## src/rtl/stl_uart_pkg.sv

```systemverilog
// Shared STL UART definitions: packet geometry, FSM state encodings and
// debug counter limits used by both the host and the client.
package stl_uart_pkg;

   localparam int unsigned STL_PACKET_BYTES = 16;
   localparam int unsigned STL_PACKET_BITS  = 128;

   // Encodings are shared so debug_state decodes the same on both ends.
   typedef enum logic [1:0] {
      ST_IDLE    = 2'd0,
      ST_SEND    = 2'd1,
      ST_RECEIVE = 2'd2,
      ST_DELIVER = 2'd3
   } stl_state_t;

   localparam logic [7:0] DROP_COUNT_MAX = 8'hFF;

endpackage

```

## src/rtl/stl_timeout_timer.sv

```systemverilog
// Idle-cycle timer. Counts ticks since the last clear and flags the tick on
// which the count reaches LIMIT, so the caller can act on that same edge.
// LIMIT = 0 disables the timer entirely.
module stl_timeout_timer #(
   parameter int unsigned LIMIT = 1_000_000
) (
   input  logic clk,
   input  logic reset,
   input  logic clear,
   input  logic tick,
   output logic expired
);

   localparam int unsigned W = (LIMIT > 0) ? $clog2(LIMIT + 1) : 1;
   localparam logic [W-1:0] LIMIT_VAL = W'(LIMIT);
   localparam logic [W-1:0] LAST_VAL  = (LIMIT > 0) ? W'(LIMIT - 1) : '0;

   logic [W-1:0] count_reg;

   // Count idle ticks; stop at LIMIT rather than wrapping.
   always_ff @(posedge clk) begin
      if (reset || clear) begin
         count_reg <= '0;
      end else if (tick && (count_reg != LIMIT_VAL)) begin
         count_reg <= count_reg + 1'b1;
      end
   end

   // Flag the tick that takes the count to LIMIT.
   always_comb begin
      expired = (LIMIT != 0) && tick && (count_reg == LAST_VAL);
   end

endmodule

```

## src/rtl/stl_uart_host.sv

```systemverilog
// STL UART host: serializes a 128-bit request into bytes (LSB first),
// then reassembles a 16-byte reply into a 128-bit response, with an
// inter-byte timeout guarding against a silent far end.
module stl_uart_host
   import stl_uart_pkg::*;
#(
   parameter int unsigned CLOCK_FREQ     = 100_000_000,
   parameter int unsigned PACKET_SIZE    = 16,
   parameter int unsigned TIMEOUT_CYCLES = 1_000_000
) (
   input  logic                       clk,
   input  logic                       reset,
   input  logic                       req_valid,
   output logic                       req_ready,
   input  logic [STL_PACKET_BITS-1:0] req_data,
   output logic                       tx_valid,
   input  logic                       tx_ready,
   output logic [7:0]                 tx_data,
   input  logic                       rx_valid,
   output logic                       rx_ready,
   input  logic [7:0]                 rx_data,
   output logic                       resp_valid,
   input  logic                       resp_ready,
   output logic [STL_PACKET_BITS-1:0] resp_data,
   output logic                       resp_error,
   output logic [1:0]                 debug_state,
   output logic [4:0]                 debug_byte_count,
   output logic [7:0]                 debug_drop_count
);

   // A zero clock frequency is meaningless; treat it as "no timeout"
   // rather than timing against an undefined time base.
   localparam int unsigned TIMER_LIMIT = (CLOCK_FREQ > 0) ? TIMEOUT_CYCLES : 0;
   localparam logic [4:0]  LAST_BYTE   = 5'(PACKET_SIZE - 1);

   stl_state_t                 state_reg, state_next;
   logic [STL_PACKET_BITS-1:0] tx_shift_reg, tx_shift_next;
   logic [STL_PACKET_BITS-1:0] rx_buf_reg, rx_buf_next;
   logic [4:0]                 byte_count_reg, byte_count_next;
   logic                       resp_error_reg, resp_error_next;
   logic [7:0]                 drop_count_reg, drop_count_next;

   logic tx_fire;
   logic rx_fire;
   logic timer_clear;
   logic timer_tick;
   logic timer_expired;

   assign req_ready        = (state_reg == ST_IDLE);
   assign tx_valid         = (state_reg == ST_SEND);
   assign tx_data          = tx_shift_reg[7:0];
   assign rx_ready         = (state_reg != ST_DELIVER);
   assign resp_valid       = (state_reg == ST_DELIVER);
   assign resp_data        = rx_buf_reg;
   assign resp_error       = resp_error_reg;
   assign debug_state      = state_reg;
   assign debug_byte_count = byte_count_reg;
   assign debug_drop_count = drop_count_reg;

   assign tx_fire     = tx_valid && tx_ready;
   assign rx_fire     = rx_valid && rx_ready;
   // The timer only runs while awaiting reply bytes; any accepted byte restarts it.
   assign timer_tick  = (state_reg == ST_RECEIVE) && !rx_fire;
   assign timer_clear = (state_reg != ST_RECEIVE) || rx_fire;

   stl_timeout_timer #(
      .LIMIT(TIMER_LIMIT)
   ) u_timer (
      .clk    (clk),
      .reset  (reset),
      .clear  (timer_clear),
      .tick   (timer_tick),
      .expired(timer_expired)
   );

   // State and datapath registers; reset drops any partial packet.
   always_ff @(posedge clk) begin
      if (reset) begin
         state_reg      <= ST_IDLE;
         tx_shift_reg   <= '0;
         rx_buf_reg     <= '0;
         byte_count_reg <= '0;
         resp_error_reg <= 1'b0;
         drop_count_reg <= '0;
      end else begin
         state_reg      <= state_next;
         tx_shift_reg   <= tx_shift_next;
         rx_buf_reg     <= rx_buf_next;
         byte_count_reg <= byte_count_next;
         resp_error_reg <= resp_error_next;
         drop_count_reg <= drop_count_next;
      end
   end

   // Next-state, byte shifting and stray-byte accounting.
   always_comb begin
      state_next      = state_reg;
      tx_shift_next   = tx_shift_reg;
      rx_buf_next     = rx_buf_reg;
      byte_count_next = byte_count_reg;
      resp_error_next = resp_error_reg;
      drop_count_next = drop_count_reg;

      // Bytes arriving before the request has been fully sent are not part
      // of any reply; count them (saturating) and discard.
      if (rx_fire && ((state_reg == ST_IDLE) || (state_reg == ST_SEND)) &&
          (drop_count_reg != DROP_COUNT_MAX)) begin
         drop_count_next = drop_count_reg + 8'd1;
      end

      case (state_reg)
         ST_IDLE: begin
            if (req_valid) begin
               tx_shift_next   = req_data;
               byte_count_next = '0;
               state_next      = ST_SEND;
            end
         end
         ST_SEND: begin
            if (tx_fire) begin
               tx_shift_next   = tx_shift_reg >> 8;
               byte_count_next = byte_count_reg + 5'd1;
               if (byte_count_reg == LAST_BYTE) begin
                  rx_buf_next     = '0;
                  byte_count_next = '0;
                  state_next      = ST_RECEIVE;
               end
            end
         end
         ST_RECEIVE: begin
            // An arriving byte takes priority over an expiring timer.
            if (rx_fire) begin
               rx_buf_next     = {rx_data, rx_buf_reg[STL_PACKET_BITS-1:8]};
               byte_count_next = byte_count_reg + 5'd1;
               if (byte_count_reg == LAST_BYTE) begin
                  resp_error_next = 1'b0;
                  state_next      = ST_DELIVER;
               end
            end else if (timer_expired) begin
               rx_buf_next     = '0;
               resp_error_next = 1'b1;
               state_next      = ST_DELIVER;
            end
         end
         ST_DELIVER: begin
            if (resp_ready) begin
               state_next = ST_IDLE;
            end
         end
         default: begin
            state_next = ST_IDLE;
         end
      endcase
   end

endmodule

```

## config.mk

```make
export PLATFORM = sky130hd
export DESIGN_NAME = stl_uart_host
export DESIGN_NICKNAME = d
export VERILOG_FILES = /design/src/rtl/stl_uart_pkg.sv /design/src/rtl/stl_timeout_timer.sv /design/src/rtl/stl_uart_host.sv
export SDC_FILE = /design/constraint.sdc
export NUM_CORES = 1
export LEC_CHECK = 0
export ABC_AREA = 1
export BUFFER_PORTS_ARGS = -buffer_cell sky130_fd_sc_hd__buf_2
export CAP_MARGIN = 5
export CORE_UTILIZATION = 55
export DETAILED_ROUTE_END_ITERATION = 6
export PLACE_DENSITY = 0.86
export SLEW_MARGIN = 10
export SYNTH_ARGS = -nofsm -noshare
export SYNTH_HDL_FRONTEND = slang
export SYNTH_HIERARCHICAL = 1
export SYNTH_SLANG_ARGS = --single-unit
```

## constraint.sdc

```tcl
create_clock -name clk -period 2.7 [get_ports clk]
set_clock_uncertainty 0.1 [all_clocks]
set_input_delay 0 -clock clk [delete_from_list [all_inputs] [get_ports clk]]
set_output_delay 0 -clock clk [all_outputs]
set_load 0.05 [all_outputs]
```

==> flow_metrics.tcl <==
set metrics [dict create \
    run_status "finished, violations left" \
    failing_checks "design-rule violations" \
    clk-insertion-delay-late_ps 550 \
    detail_route.drc_violations 1 \
    cts-buffers-inserted 30 \
    design.die.area_um2 26040 \
    ir_worst_vdd_v 0.0007734 \
    timing_worst_setup_path_type "reg2reg" \
    path_delay_family "buffers and inverters" \
    final_standard_cell_count_with_taps_included_and_fillers_excluded 2765 \
    power.density_cell_area_nw_per_um2 1090 \
    post_route_cells_drive_above_1_share 0.1676 \
    timing.critical_path.cells "inv_1 -> ha_1 -> buf_4 -> nand2_1 -> nand2_1 -> dlygate4sd3_1 -> nor2_2 -> nand2_1 -> nand2_1 -> nor2_1" \
    post_synth_main_area_contributors "dfxtp_1 (42%), nand2_1 (14%), a21oi_1 (9.8%)" \
    place.gp.congestion 0.8956 \
    finalPower_mw 19.59 \
    worst_setup_path_end_kind "flip-flop" \
    netSwitchingFraction 0.4538 \
    p_int_mw 10.70 \
    netlist.area_leader.share 0.4185 \
    seq_power_share 0.317 \
    drv_cap 0 \
    p_comb_frac 0.475 \
    area_of_the_core_um2 24600 \
    grt_overflow 0 \
    starting_utilization_of_the_core_area 0.5678 \
    cp_num_buf_inv 3 \
    dp.cells 2571 \
    clock_pin_slew_reported_for_the_worst_setup_and_hold_paths_after_clock_tree_synthesis_ps 60 \
    wl_per_cell_um 16.18 \
    cell_count_of_the_worst_reg_to_reg_path 10 \
    dp_hpwl_mm 25.33 \
    post-cts-setup-buffers 0 \
    root_buffer "clkbuf_16" \
    max_slew.worst_pin.slew_ps 674.7 \
    netlist_area_um2 13970 \
    syn-num-nets 2231 \
    critical_path.startpoint_type "flip-flop" \
    top_level_ports 298 \
    viasPerCell 5.660 \
    hold_viol_final 0 \
    regToRegSetupSlack_ps 120 \
    clock_net_sink_count 292 \
    cts-root-to-sink-buffers 3 \
    critical_path_data_arrival_time_ps 2920 \
    worst_r2r_startpoint "debug_state[0]" \
    first_global_vias 14130 \
    grt_first_pass_wirelength_mm 70.46 \
    first_iter_violations 1975 \
    worstPathMaxFanout 9 \
    worst_slack_ps 120.8 \
    antenna_violations_before_repair 1 \
    layout.filler_cells 1762 \
    max_slew_margin 0.5502 \
    leading_cell_types_in_the_layout_fill_and_taps_excluded "nand2_1 (522), buf_2 (297), dfxtp_1 (290)" \
    ys_types 28 \
    drt-pass1-iter-count 7 \
    htree_levels 1 \
    final_util 0.7306 \
    detail_route.wirelength_mm 44.74 \
    via_count 15650 \
    final_nets 2575 \
    layout_min_cycle_time_ps 2579 \
    synth_area_per_cell_um2 6.723 \
    final.period_utilization 0.9553 \
    leading_cell_type_in_the_layout_fill_and_taps_excluded "nand2_1" \
    synth_sequential_area_ratio 0.4185 \
    synth.largest_area_cell "dfxtp_1" \
    preCtsSetupSlack_ps 224.4 \
    grt_max_degree 95 \
    rows 57 \
    worst_path_max_delay_cell "dlygate4sd3_1" \
    holdCritPathClass "in2reg" \
    synthesis.yosys.warnings 6 \
    floorplan.die.height_um 161.4 \
    worst-endpoint-required_ps 3040 \
    delay_contributed_by_the_slowest_stage_of_the_critical_path_ps 620 \
    postPlaceCellArea_um2 15560 \
    die_width_um 161.4 \
    synth.ff_latch_count 292 \
    whs_ps 72.54 \
    maxSlewViolCount 0 \
    crit_path_end "debug_byte_count[1]" \
    critical_path_most_common_cell "nand2_1" \
    critical_path.reg2reg.endpoint "debug_byte_count[1]" \
    fmaxAchievable_ghz 0.3877 \
    synth_cells 2078 \
    netSwitchingPower_mw 8.890 \
    post-route-cell-area_um2 17980 \
    critical_path_cell_count 10 \
    track_usage 0.3295 \
    final-setup-viol-count 0 \
    antenna_violating_nets_post_route 0 \
    area_growth_syn_to_layout_pct 28.69 \
    clock_network_fraction_of_total_power 0.209 \
    leakagePower_nw 8.074 \
    tritoncts "yes" \
    worstSetupStartpoint "debug_state[0]" \
    placement.io_buffers 297 \
    setup_total_negative_slack_ps 0 \
]
cell type report:
class	count	area [µm²]	share of cell area
Antenna cell	1	2.502	0.0001392
Clock buffer	42	867.1	0.04823
Clock inverter	8	93.84	0.005220
Inverter	176	674.4	0.03751
Multi-Input combinational cell	1442	6610	0.3677
Sequential cell	292	5848	0.3253
Tap cell	324	405.4	0.02255
Timing Repair Buffer	480	3476	0.1933
synth_stat cells:
cell	count
clkbuf_1	50
xor2_1	8
nand3_1	162
a21oi_2	5
nand3b_2	1
buf_1	7
inv_2	1
a21oi_4	1
nor4_1	1
nand2_4	2
nand4_1	15
nand3b_1	2
nor2_2	7
o21ai_0	238
nand2_1	522
buf_6	7
ha_1	11
inv_1	175
buf_4	32
o21bai_1	1
buf_8	1
nor2_1	186
xnor2_1	4
a21oi_1	273
dfxtp_1	292
buf_2	71
nand4_4	1
nor3_1	2
how the worst min path moves through the flow:
stage	start	to	slack [ps]	depth (start not counted)
5_1_grt	req_valid	tx_shift_reg[69]	120	5
2_1_floorplan	reset	debug_byte_count[4]	-30	1
4_1_cts	req_valid	debug_state[0]	20	8
6_report	req_valid	tx_shift_reg[72]	70	5
3_5_place_dp	req_data[124]	tx_shift_reg[124]	190	3
3_3_place_gp	req_data[121]	tx_shift_reg[121]	180	3
power by group through the flow:
stage                     clock network [mW]  logic [mW]  registers (mW)
after detailed placement                   0        8.75            6.20
after global placement                     0        8.53            6.17
after global routing                    4.30        10.1            6.28
after floorplan                            0        5.50            7.66
final                                   4.09        9.30            6.20
after CTS                               4.13        8.97            6.13
worst register-to-register path, cell delays in order (launching register included):
cell and delay [ps]:
dfxtp_2 400, inv_1 90, ha_1 270, buf_4 200, nand2_1 140, nand2_1 130
dlygate4sd3_1 620, nor2_2 220, nand2_1 100, nand2_1 130, nor2_1 70
timing repair:
action                                 CTS  global route
resized for setup                        0             4
hold buffers                           143             0
setup endpoints to repair                0            54
endpoints found under the hold margin  154             0
logic make-up (layout without fill, tap and decap cells):
group	Yosys count	in the layout	synth area share
other	0	1	0
DFF	292	292	0.4185
adders and majority gates	11	11	0.009852
and+or+nand+nor	901	901	0.2643
AOI/OAI and AO/OA	518	518	0.1879
buffers and inverters	344	706	0.1120
xor gates and xnor gates	12	12	0.007523
metal layers:
layer	global-route usage	vias up	wire [µm]
met5	0	-	0
met4	0.1475	0	2113
met3	0.07524	195	4239
met2	0.5588	902	21350
met1	0.3975	7184	17030
li1	-	7369	-
Power figures use the tool's default switching activity.
